## src/rtl/serial_add_pkg.sv

```systemverilog
// serial_add_pkg: shared FSM encoding and default width for the serial adder
package serial_add_pkg;
  typedef enum logic [1:0] {IDLE = 2'd0, RUN = 2'd1, DONE = 2'd2} state_t;
  localparam int WIDTH_DEF = 8;
endpackage

```

## src/rtl/fullAdder.sv

```systemverilog
// fullAdder: 1-bit full adder used as the serial datapath
module fullAdder (
  input  logic a,
  input  logic b,
  input  logic cin,
  output logic sum,
  output logic cout
);
  assign sum  = a ^ b ^ cin;
  assign cout = (a & b) | (cin & (a ^ b));
endmodule

```

## src/rtl/serial_add_ctrl.sv

```systemverilog
// serial_add_ctrl: bit-serial a+b+cin, LSB first, one bit per clock through a single fullAdder
// Define SERIAL_ADD_OVF_EN to add the signed-overflow output ovf.
module serial_add_ctrl
  import serial_add_pkg::*;
#(
  parameter int WIDTH = WIDTH_DEF
) (
  input  logic             clk,
  input  logic             rst,
  input  logic             in_valid,
  output logic             in_ready,
  input  logic [WIDTH-1:0] a,
  input  logic [WIDTH-1:0] b,
  input  logic             cin,
  output logic             out_valid,
  input  logic             out_ready,
  output logic [WIDTH-1:0] sum,
  output logic             cout
`ifdef SERIAL_ADD_OVF_EN
  ,
  output logic             ovf
`endif
);
  localparam int CW = $clog2(WIDTH);
  state_t state;
  logic [CW-1:0] cnt;
  logic [WIDTH-1:0] ra, rb;
  logic c, s, co, last;
`ifdef SERIAL_ADD_OVF_EN
  logic cmsb;
  assign ovf = cmsb ^ cout;
`endif
  fullAdder u_fa (.a(ra[0]), .b(rb[0]), .cin(c), .sum(s), .cout(co));
  assign last = cnt == CW'(WIDTH - 1);
  always_ff @(posedge clk or posedge rst) begin
    if (rst) begin
      state     <= IDLE;
      cnt       <= '0;
      ra        <= '0;
      rb        <= '0;
      c         <= 1'b0;
      in_ready  <= 1'b1;
      out_valid <= 1'b0;
      sum       <= '0;
      cout      <= 1'b0;
`ifdef SERIAL_ADD_OVF_EN
      cmsb      <= 1'b0;
`endif
    end else begin
      case (state)
        IDLE: if (in_valid) begin
          ra       <= a;
          rb       <= b;
          c        <= cin;
          cnt      <= '0;
          in_ready <= 1'b0;
          state    <= RUN;
        end
        RUN: begin
          sum <= {s, sum[WIDTH-1:1]};
          ra  <= ra >> 1;
          rb  <= rb >> 1;
          c   <= co;
          // counter stops at WIDTH-1 so it never wraps for power-of-two widths
          if (last) begin
            state     <= DONE;
            out_valid <= 1'b1;
            cout      <= co;
`ifdef SERIAL_ADD_OVF_EN
            cmsb      <= c;
`endif
          end else cnt <= cnt + CW'(1);
        end
        DONE: if (out_ready) begin
          state     <= IDLE;
          out_valid <= 1'b0;
          in_ready  <= 1'b1;
        end
        default: begin
          state     <= IDLE;
          out_valid <= 1'b0;
          in_ready  <= 1'b1;
        end
      endcase
    end
  end
endmodule

```

## config.mk

```make
export PLATFORM = sky130hd
export DESIGN_NAME = serial_add_ctrl
export DESIGN_NICKNAME = d
export VERILOG_FILES = /design/src/rtl/serial_add_pkg.sv /design/src/rtl/fullAdder.sv /design/src/rtl/serial_add_ctrl.sv
export SDC_FILE = /design/constraint.sdc
export NUM_CORES = 1
export LEC_CHECK = 0
export ABC_AREA = 1
export BUFFER_PORTS_ARGS = -buffer_cell sky130_fd_sc_hd__buf_2
export CORE_MARGIN = 8
export CORE_UTILIZATION = 45
export CTS_CLUSTER_DIAMETER = 60
export CTS_CLUSTER_SIZE = 25
export DETAILED_ROUTE_END_ITERATION = 6
export PLACE_DENSITY_LB_ADDON = 0.1
export SKIP_LAST_GASP = 1
export SYNTH_ARGS = -nofsm -noshare
export SYNTH_HDL_FRONTEND = slang
export SYNTH_SLANG_ARGS = --single-unit
```

## constraint.sdc

```tcl
create_clock -name clk -period 1.35 [get_ports clk]
set_clock_uncertainty 0.05 [all_clocks]
set_input_delay 0.0675 -clock clk [delete_from_list [all_inputs] [get_ports clk]]
set_output_delay 0.0675 -clock clk [all_outputs]
set_load 0.03 [all_outputs]
```

* Word level (Yosys, flattened, before mapping) *
Index checks and enable logic that the tools add are counted.

word-level totals
  word-level logic and storage cells = 51
  input port bits = 21
  ROM bits = 0
  output and inout port bits = 11
  memories = 0
  register bits = 33
  memory bits (writable) = 0
  latch bits = 0

cells by class
  muxes and demuxes = 19
  $lt $le $gt $ge = 0
  equality and inequality tests = 7
  bitwise gates (word level) = 7
  add/sub/neg operators = 1
  shift-type cells = 0
  $mul = 0
  div/mod/pow operators = 0
  reduce and logical (&&, ||, !) cells = 8

operator list
  cell                 count
  $pmux 8 s2           2
  $mux 8               2
  $reduce_and 3->1     4
  $ne 2x2->1 const B   4
  $mux 2               3
  $mux 3               2
  $pmux 1 s3           2
  $pmux 2 s3           1
  $pmux 3 s2           1
  $mux 1               5
  $reduce_and 2->1     2
  $add 3x1->3 const B  1
  $eq 3x3->1 const B   1
  $and 1x1->1          2
  $eq 2x1->1 const B   1
  $eq 2x2->1 const B   1
  $logic_not 2->1      1
  $not 1->1            2
  $pmux 1 s2           1
  $reduce_bool 2->1    1
  $xor 1x1->1          2
  $or 1x1->1           1

* Depth between registers and ports, before layout *
Gate-level depths: netlist of the first run.

  depth in word-level cells = 4
  depth in mapped cells = 9
  gate-level depth less buffers = 7

* Cells and area by module *
From an unflattened synthesis of the first run, not the netlist that was laid out.

unflattened totals
  cell total of the unflattened synthesis = 198
  area, all modules = 1,616.6 um2

modules (own cells, without submodules)
  module           times used  sequential area each (um2)  cells an instance  area each (um2)
  serial_add_ctrl  1           827.0                       197                1,596.5
  fullAdder        1           0.0                         1                  20.0

* Least setup slack after synthesis of the first run *
OpenSTA, ideal clock, no wires.

  path kind = register -> register
  start point = reg cnt[0]
  end point = reg out_valid
  arrival time = 1,045 ps
  buffers on the path = 0
  library setup time = 120 ps
  required time = 1,180 ps
  period minus slack after synthesis = 1,214 ps
  cell stages (with the launch flop) = 7
  slack = 136 ps
  path through = dfrtp_1 ha_1 ha_1 inv_1 nor2_1 o21ai_0 inv_1

on the way
  longest elaborated chain between the ends = 3

RTL lines
  element                            line                   text
  start, declared                    serial_add_ctrl.sv:26  logic [CW-1:0] cnt;
  start signal, assigned             serial_add_ctrl.sv:72  end else cnt <= cnt + CW'(1);
  $eq 3x3->1                         serial_add_ctrl.sv:34  assign last = cnt == CW'(WIDTH - 1);
  $ne 2x2->1 (no source line)        -
  $reduce_and 3->1 (no source line)  -
  end signal, assigned               serial_add_ctrl.sv:43  out_valid <= 1'b0;
  end signal, assigned               serial_add_ctrl.sv:67  out_valid <= 1'b1;
  end signal, assigned               serial_add_ctrl.sv:76  out_valid <= 1'b0;
  end, declared                      serial_add_ctrl.sv:15  output logic out_valid,

Every way passes these cells.
A chain may end at the register's enable or synchronous reset.

* Worst setup path after layout of the first run *
Same ends and word-level chain as after synthesis.

==> impl_metrics.json, run 1 <==
{
  "sequential_cell_area_um2": 828,
  "mean_area_per_synthesized_cell_um2": 8.16,
  "critPathTopFamily": "flip-flops",
  "critical_path.most_common_cell": "ha_1",
  "path_buf_inv": 2,
  "layoutNonFillerInstCount": 305,
  "net-switching-power_uw": 2080,
  "most-common-layout-cells": "113 x nand2_1, 31 x dfrtp_1, 31 x buf_2",
  "synth_largest_type_area_fraction_pct": 49.5,
  "min_period_over_period_pct": 94.2,
  "num_vias": 1412,
  "worst_slew_margin_rel_pct": 72.6,
  "holdCritPathClass": "in2async",
  "arrival_ns": 1.45,
  "design.final.nets": 282,
  "power_per_cell_area_nw_per_um2": 2260,
  "first_global_vias": 1432,
  "timing.setup.critical_path_class": "reg2reg",
  "wire_length_of_the_first_global_routing_pass_um": 6280,
  "drt-initial-drc-count": 76,
  "final_report_max_slew_violation_count": 0,
  "start_util_pct": 47.7,
  "worst_skew_pair_latency_ns": 0.33,
  "cts-buffers-inserted": 5,
  "area_occupied_by_multi_input_gates_um2": 674,
  "antennaDiodeCount": 0,
  "port_buffers": 31,
  "crit_path_start_kind": "flip-flop",
  "cell_area_after_synthesis_um2": 1620,
  "number_of_placed_cells_counting_well_taps": 274,
  "p_comb_share_pct": 49.1,
  "floorplan.die_area_um2": 5770,
  "detailedRoute.firstPassIterationCount": 5,
  "timing.critical_path.cells": "ha_1 > ha_1 > inv_2 > nor2_2 > o21ai_0 > inv_1",
  "internal_pwr_total_uw": 2740,
  "ys_top_cells_by_area": "dfrtp_1 50%, nand2_1 26%, nand2_2 3.9%, buf_12 2.5%, nand3_1 2.5%",
  "worst-endpoint-required_ns": 1.53,
  "post_route_cells_drive_above_1_share_pct": 26.3,
  "cap_viol_max_count": 0,
  "total_grt_overflow": 0,
  "setup_violations": 0,
  "areaGrowthSynthToFinish_pct": 32.1,
  "syn-num-nets": 222,
  "wl_um": 3540,
  "synthCells": 198,
  "finalCoreUtilization_pct": 63.0,
  "seq_power_share_pct": 34.9,
  "worstSetupEndpointType": "flip-flop",
  "tritoncts": "built",
  "post_drt_via_cell_ratio": 4.63,
  "route.detailed.drc": 0,
  "die_height_um": 75.9,
  "synth_cell_type_count": 19,
  "run_status": "finished, final reports clean",
  "whs_ns": 0.323,
  "timing.critical_path.fanout_max": 4,
  "grt_start_max_net_pins": 34,
  "worst_pin_slew_ns": 0.411,
  "post-synth-top-area-cell": "dfrtp_1",
  "relative_contribution_of_the_clock_network_to_total_power_pct": 16.0,
  "critical_path.slowest_cell": "dfrtp_1",
  "cts_sinks": 33,
  "cts.htree.levels": 2,
  "power.share.switching_pct": 43.2,
  "yosys_warnings": 0,
  "clk_pin_slew_worst_setup_hold_paths_ns": 0.10,
  "max_clock_freq_ghz": 0.786,
  "worst_ir_drop_vdd_mv": 1.25,
  "hold_violations": 0,
  "post-route-min-period_ns": 1.27,
  "synth.yosys.seq_area_share_pct": 51.2,
  "routed_wire_length_per_instance_um": 11.6,
  "root_buffer": "clkbuf_4",
  "filler_cell_count": 317,
  "crit_path_max_incr_delay_ns": 0.40,
  "drt.antenna.violating_nets": 0,
  "fp.coreArea_um2": 3390,
  "hpwl_um": 2430,
  "placement_rows": 21,
  "die-width_um": 75.9,
  "track_usage_pct": 12.9,
  "grt_antenna_before_repair": 0,
  "flop_and_latch_count_out_of_synthesis": 33,
  "fin_total_pwr_uw": 4820,
  "clock_tree_buf_depth": 2,
  "gpl.final_weighted_congestion": 0.764,
  "layout.cells.most_common": "nand2_1",
  "power.leakage_uw": 0.00121,
  "floorplan.io_pins": 32
}
==> tightest hold or removal path, cell delays in order <==
cell and delay [ns]:
dlygate4sd3_1 0.53, buf_2 0.12, inv_1 0.05, buf_4 0.37
==> power groups by stage <==
| stage | combinational [uW] | clock (uW) | sequential (uW) |
|---|---|---|---|
| after floorplan | 1570 | 0 | 1910 |
| after global placement | 2140 | 0 | 1680 |
| after detailed placement | 2200 | 0 | 1700 |
| after CTS | 2260 | 794 | 1680 |
| after global routing | 2700 | 841 | 1740 |
| final | 2370 | 770 | 1690 |
==> state kept, by name, summed over array words and instances, names as in the netlist <==
name and count:
ra 8, in_ready 1, cnt 3, sum 8, state 2, rb 8, cout 1, c 1
out_valid 1
==> per-layer routing <==
| metal | global-route usage [%] | wire length [um] | part of all wire [%] |
|---|---|---|---|
| met3 | 4.72 | 200 | 5.6 |
| met5 | 0 | 0 | 0 |
| met1 | 15.2 | 1650 | 47 |
| met4 | 4.71 | 56 | 1.6 |
| met2 | 20.7 | 1640 | 46 |
==> path summary, 6_finish.rpt <==
kind	start	cells after the start	endpoint	slack, ns
setup / recovery	cnt[0]	6	out_valid	0.08
hold / removal	rst	4	sum[0]	0.32
setup reg to reg	cnt[0]	6	out_valid	0.08
hold reg to reg	in_ready	2	in_ready	0.42
max in group asynchronous	rst	4	in_ready	0.60
min in group clk	in_ready	2	in_ready	0.42
==> what timing repair did <==
action                                  in CTS  in global routing
endpoints found under the setup margin       0                 23
hold buffers                                20                  0
hold endpoints to repair                    50                  0
resized for setup                            0                  8
buffers inserted                             0                  3
==> logic make-up after synthesis <==
group	count (synthesis)	synth area share (%)
AO/OA/AOI/OAI	5	1.55
adder cells (fa/ha/maj)	3	2.79
buffers and inverters	18	8.28
flip-flops	33	51.2
AND/OR/NAND/NOR	139	36.2
==> cell usage after synthesis <==
master    count
buf_12        2
nand3_1       8
o21ai_1       1
buf_4         3
ha_1          2
nand2_4       3
inv_6         1
nand2_1     114
o21ai_0       4
nand3b_1      1
inv_4         1
buf_6         2
nor2_1        2
nand2_2      10
inv_1         9
dfrtp_1      32
dfstp_2       1
fa_1          1
nor2_2        1
==> area by class of cell <==
class,count,area share (%)
clock inverter,1,1.41
timing repair buffer,60,20.6
clock buffer,7,2.58
tap,46,2.69
inverter,11,2.40
sequential,33,38.8
multi-input combinational,147,31.6
==> through the flow <==
stage / setup TNS [ns] / area [um2] / setup slack [ns]
after floorplan: 0 / 1620 / 0.136
after global placement: 0 / 1800 / 0.0816
after detailed placement: 0 / 1800 / 0.0378
after CTS: 0 / 2090 / 0.0205
after global routing: -0.00327 / 2140 / -0.00327
final: 0 / 2140 / 0.0783
Note: power is estimated with default switching activity, not from simulation.
==> inputs of run 2 (changes only) <==
- CORE_UTILIZATION: 45 -> 40
==> impl_metrics.json, run 2 (synthesized netlist as in run 1, its figures left out) <==
{
  "worst_skew_pair_latency_ns": 0.29,
  "cts.htree.levels": 2,
  "detail_route.wirelength.met1_um": 1650,
  "start_util_pct": 41.0,
  "grt_start_max_net_pins": 34,
  "filler_cell_count": 399,
  "max_clock_freq_ghz": 0.786,
  "final_report_max_slew_violation_count": 0,
  "layout.cells.most_common": "nand2_1",
  "stdcell_area_um2": 1950,
  "critical_path.most_common_cell": "ha_1",
  "maxUsedRoutingLayer": "met4",
  "worst_ir_drop_vdd_mv": 1.31,
  "hpwl_um": 2200,
  "floorplan.die_area_um2": 6330,
  "post_cts_buffers": 0,
  "wl_um": 3290,
  "die-width_um": 79.6,
  "fin_total_pwr_uw": 4810,
  "die_height_um": 79.6,
  "worst-endpoint-required_ns": 1.48,
  "fp.coreArea_um2": 3940,
  "holdCritPathClass": "in2reg",
  "wire_length_of_the_first_global_routing_pass_um": 5880,
  "design.final.nets": 261,
  "timing.critical_path.fanout_max": 4,
  "whs_ns": 0.0109,
  "track_usage_pct": 11.5,
  "worst_pin_slew_ns": 0.432,
  "timing.setup.critical_path_class": "reg2reg",
  "placement_rows": 23,
  "clk_pin_slew_worst_setup_hold_paths_ns": 0.07,
  "worst_slew_margin_rel_pct": 71.2,
  "floorplan.io_pins": 32,
  "crit_path_max_incr_delay_ns": 0.40,
  "post_drt_via_cell_ratio": 4.42,
  "number_of_placed_cells_counting_well_taps": 278,
  "tritoncts": "built",
  "route.detailed.drc": 0,
  "num_vias": 1274,
  "dpl_cell_area_um2": 1810,
  "first_global_vias": 1246,
  "crit_path_start_kind": "flip-flop",
  "power.leakage_uw": 0.00113,
  "worstSetupEndpointType": "flip-flop",
  "critical_path.slowest_cell": "dfrtp_1",
  "layoutNonFillerInstCount": 288,
  "total_grt_overflow": 0,
  "detailroute.wirelength.met3_um": 194,
  "port_buffers": 31,
  "post_route_cells_drive_above_1_share_pct": 27.3,
  "cts-buffers-inserted": 5,
  "wl_met2_um": 1390,
  "gpl.final_weighted_congestion": 0.725,
  "drt-initial-drc-count": 74,
  "power_per_cell_area_nw_per_um2": 2470,
  "rsz0062_at_grt": "yes",
  "timing.critical_path.cells": "ha_1 > ha_1 > inv_2 > nand2_2 > nand3_1 > nand2_1",
  "totalNegativeSetupSlack_ns": 0,
  "arrival_ns": 1.40,
  "clock_tree_buf_depth": 2,
  "post-route-min-period_ns": 1.27,
  "grt_antenna_before_repair": 0,
  "most-common-layout-cells": "113 x nand2_1, 32 x dfrtp_1, 31 x buf_2",
  "min_period_over_period_pct": 94.3,
  "drt.antenna.violating_nets": 0,
  "cap_viol_max_count": 0,
  "antennaDiodeCount": 0,
  "run_status": "finished, final reports clean",
  "routed_wire_length_per_instance_um": 11.4,
  "detailedRoute.firstPassIterationCount": 4,
  "setup_violations": 0,
  "top_regs": "ra (8), rb (8), sum (8)",
  "areaGrowthSynthToFinish_pct": 20.7,
  "root_buffer": "clkbuf_8",
  "cts_sinks": 33,
  "hold_violations": 0
}
==> run 2: cell types whose count changed in the layout (fill, tap and decap cells not counted), moves of 3 or more <==
| cell | delta |
|---|---|
| dlygate4sd3_1 | -18 |
| clkbuf_4 | -5 |
| buf_4 | -3 |
| clkbuf_8 | +4 |
==> run 2: worst max-delay path: cells and delay by family (launching register included) <==
family / cells / cell delay [ns]
flip-flops: 1 / 0.40
adder cells (fa/ha/maj): 2 / 0.38
AND/OR/NAND/NOR: 3 / 0.23
buffers and inverters: 1 / 0.09
==> run 2: repair_timing <==
action,in CTS,in global routing
setup endpoints to repair,0,6
hold buffers,2,0
hold endpoints to repair,33,0
resized for setup,0,4
==> run 2: layer usage <==
layer | GRT usage [%] | vias to the layer above
met5 | 0 | -
met4 | 4.44 | 0
met3 | 4.73 | 6
met2 | 16.9 | 27
met1 | 14.7 | 566
li1 | - | 675
==> run 2: stage by stage <==
stage	setup slack, ns	util [%]
2_1_floorplan	0.136	-
3_3_place_gp	0.0703	45.8
3_5_place_dp	0.0704	45.8
4_1_cts	0.0375	49.3
5_1_grt	-0.00297	49.5
6_report	0.0774	49.5
==> run 2: final cells by class <==
cell class                      count  area (um2)  area share [%]
Clock buffer                        5        68.8            3.53
Clock inverter                      3        46.3            2.37
Inverter                           11        48.8            2.50
Multi-Input combinational cell    147         661            33.9
Sequential cell                    33         827            42.4
Tap cell                           50        62.6            3.21
Timing Repair Buffer               39         236            12.1
==> run 2: path summary, 6_finish.rpt <==
path	slack [ns]	startpoint	end	depth (start not counted)
setup / recovery	0.08	cnt[0]	cnt[0]	6
hold reg to reg	0.41	in_ready	in_ready	2
hold / removal	0.01	b[7]	rb[7]	3
min in group asynchronous	0.36	rst	rb[1]	4
setup reg to reg	0.08	cnt[0]	cnt[0]	6
max in group asynchronous	0.55	rst	in_ready	4
==> run 2: power breakdown <==
group	total, uW	leakage (uW)	switching, uW	internal [uW]
clock	938	0.0000543	386	552
sequential	1680	0.000418	263	1410
combinational	2200	0.000654	1420	779
total	4810	0.00113	2070	2740
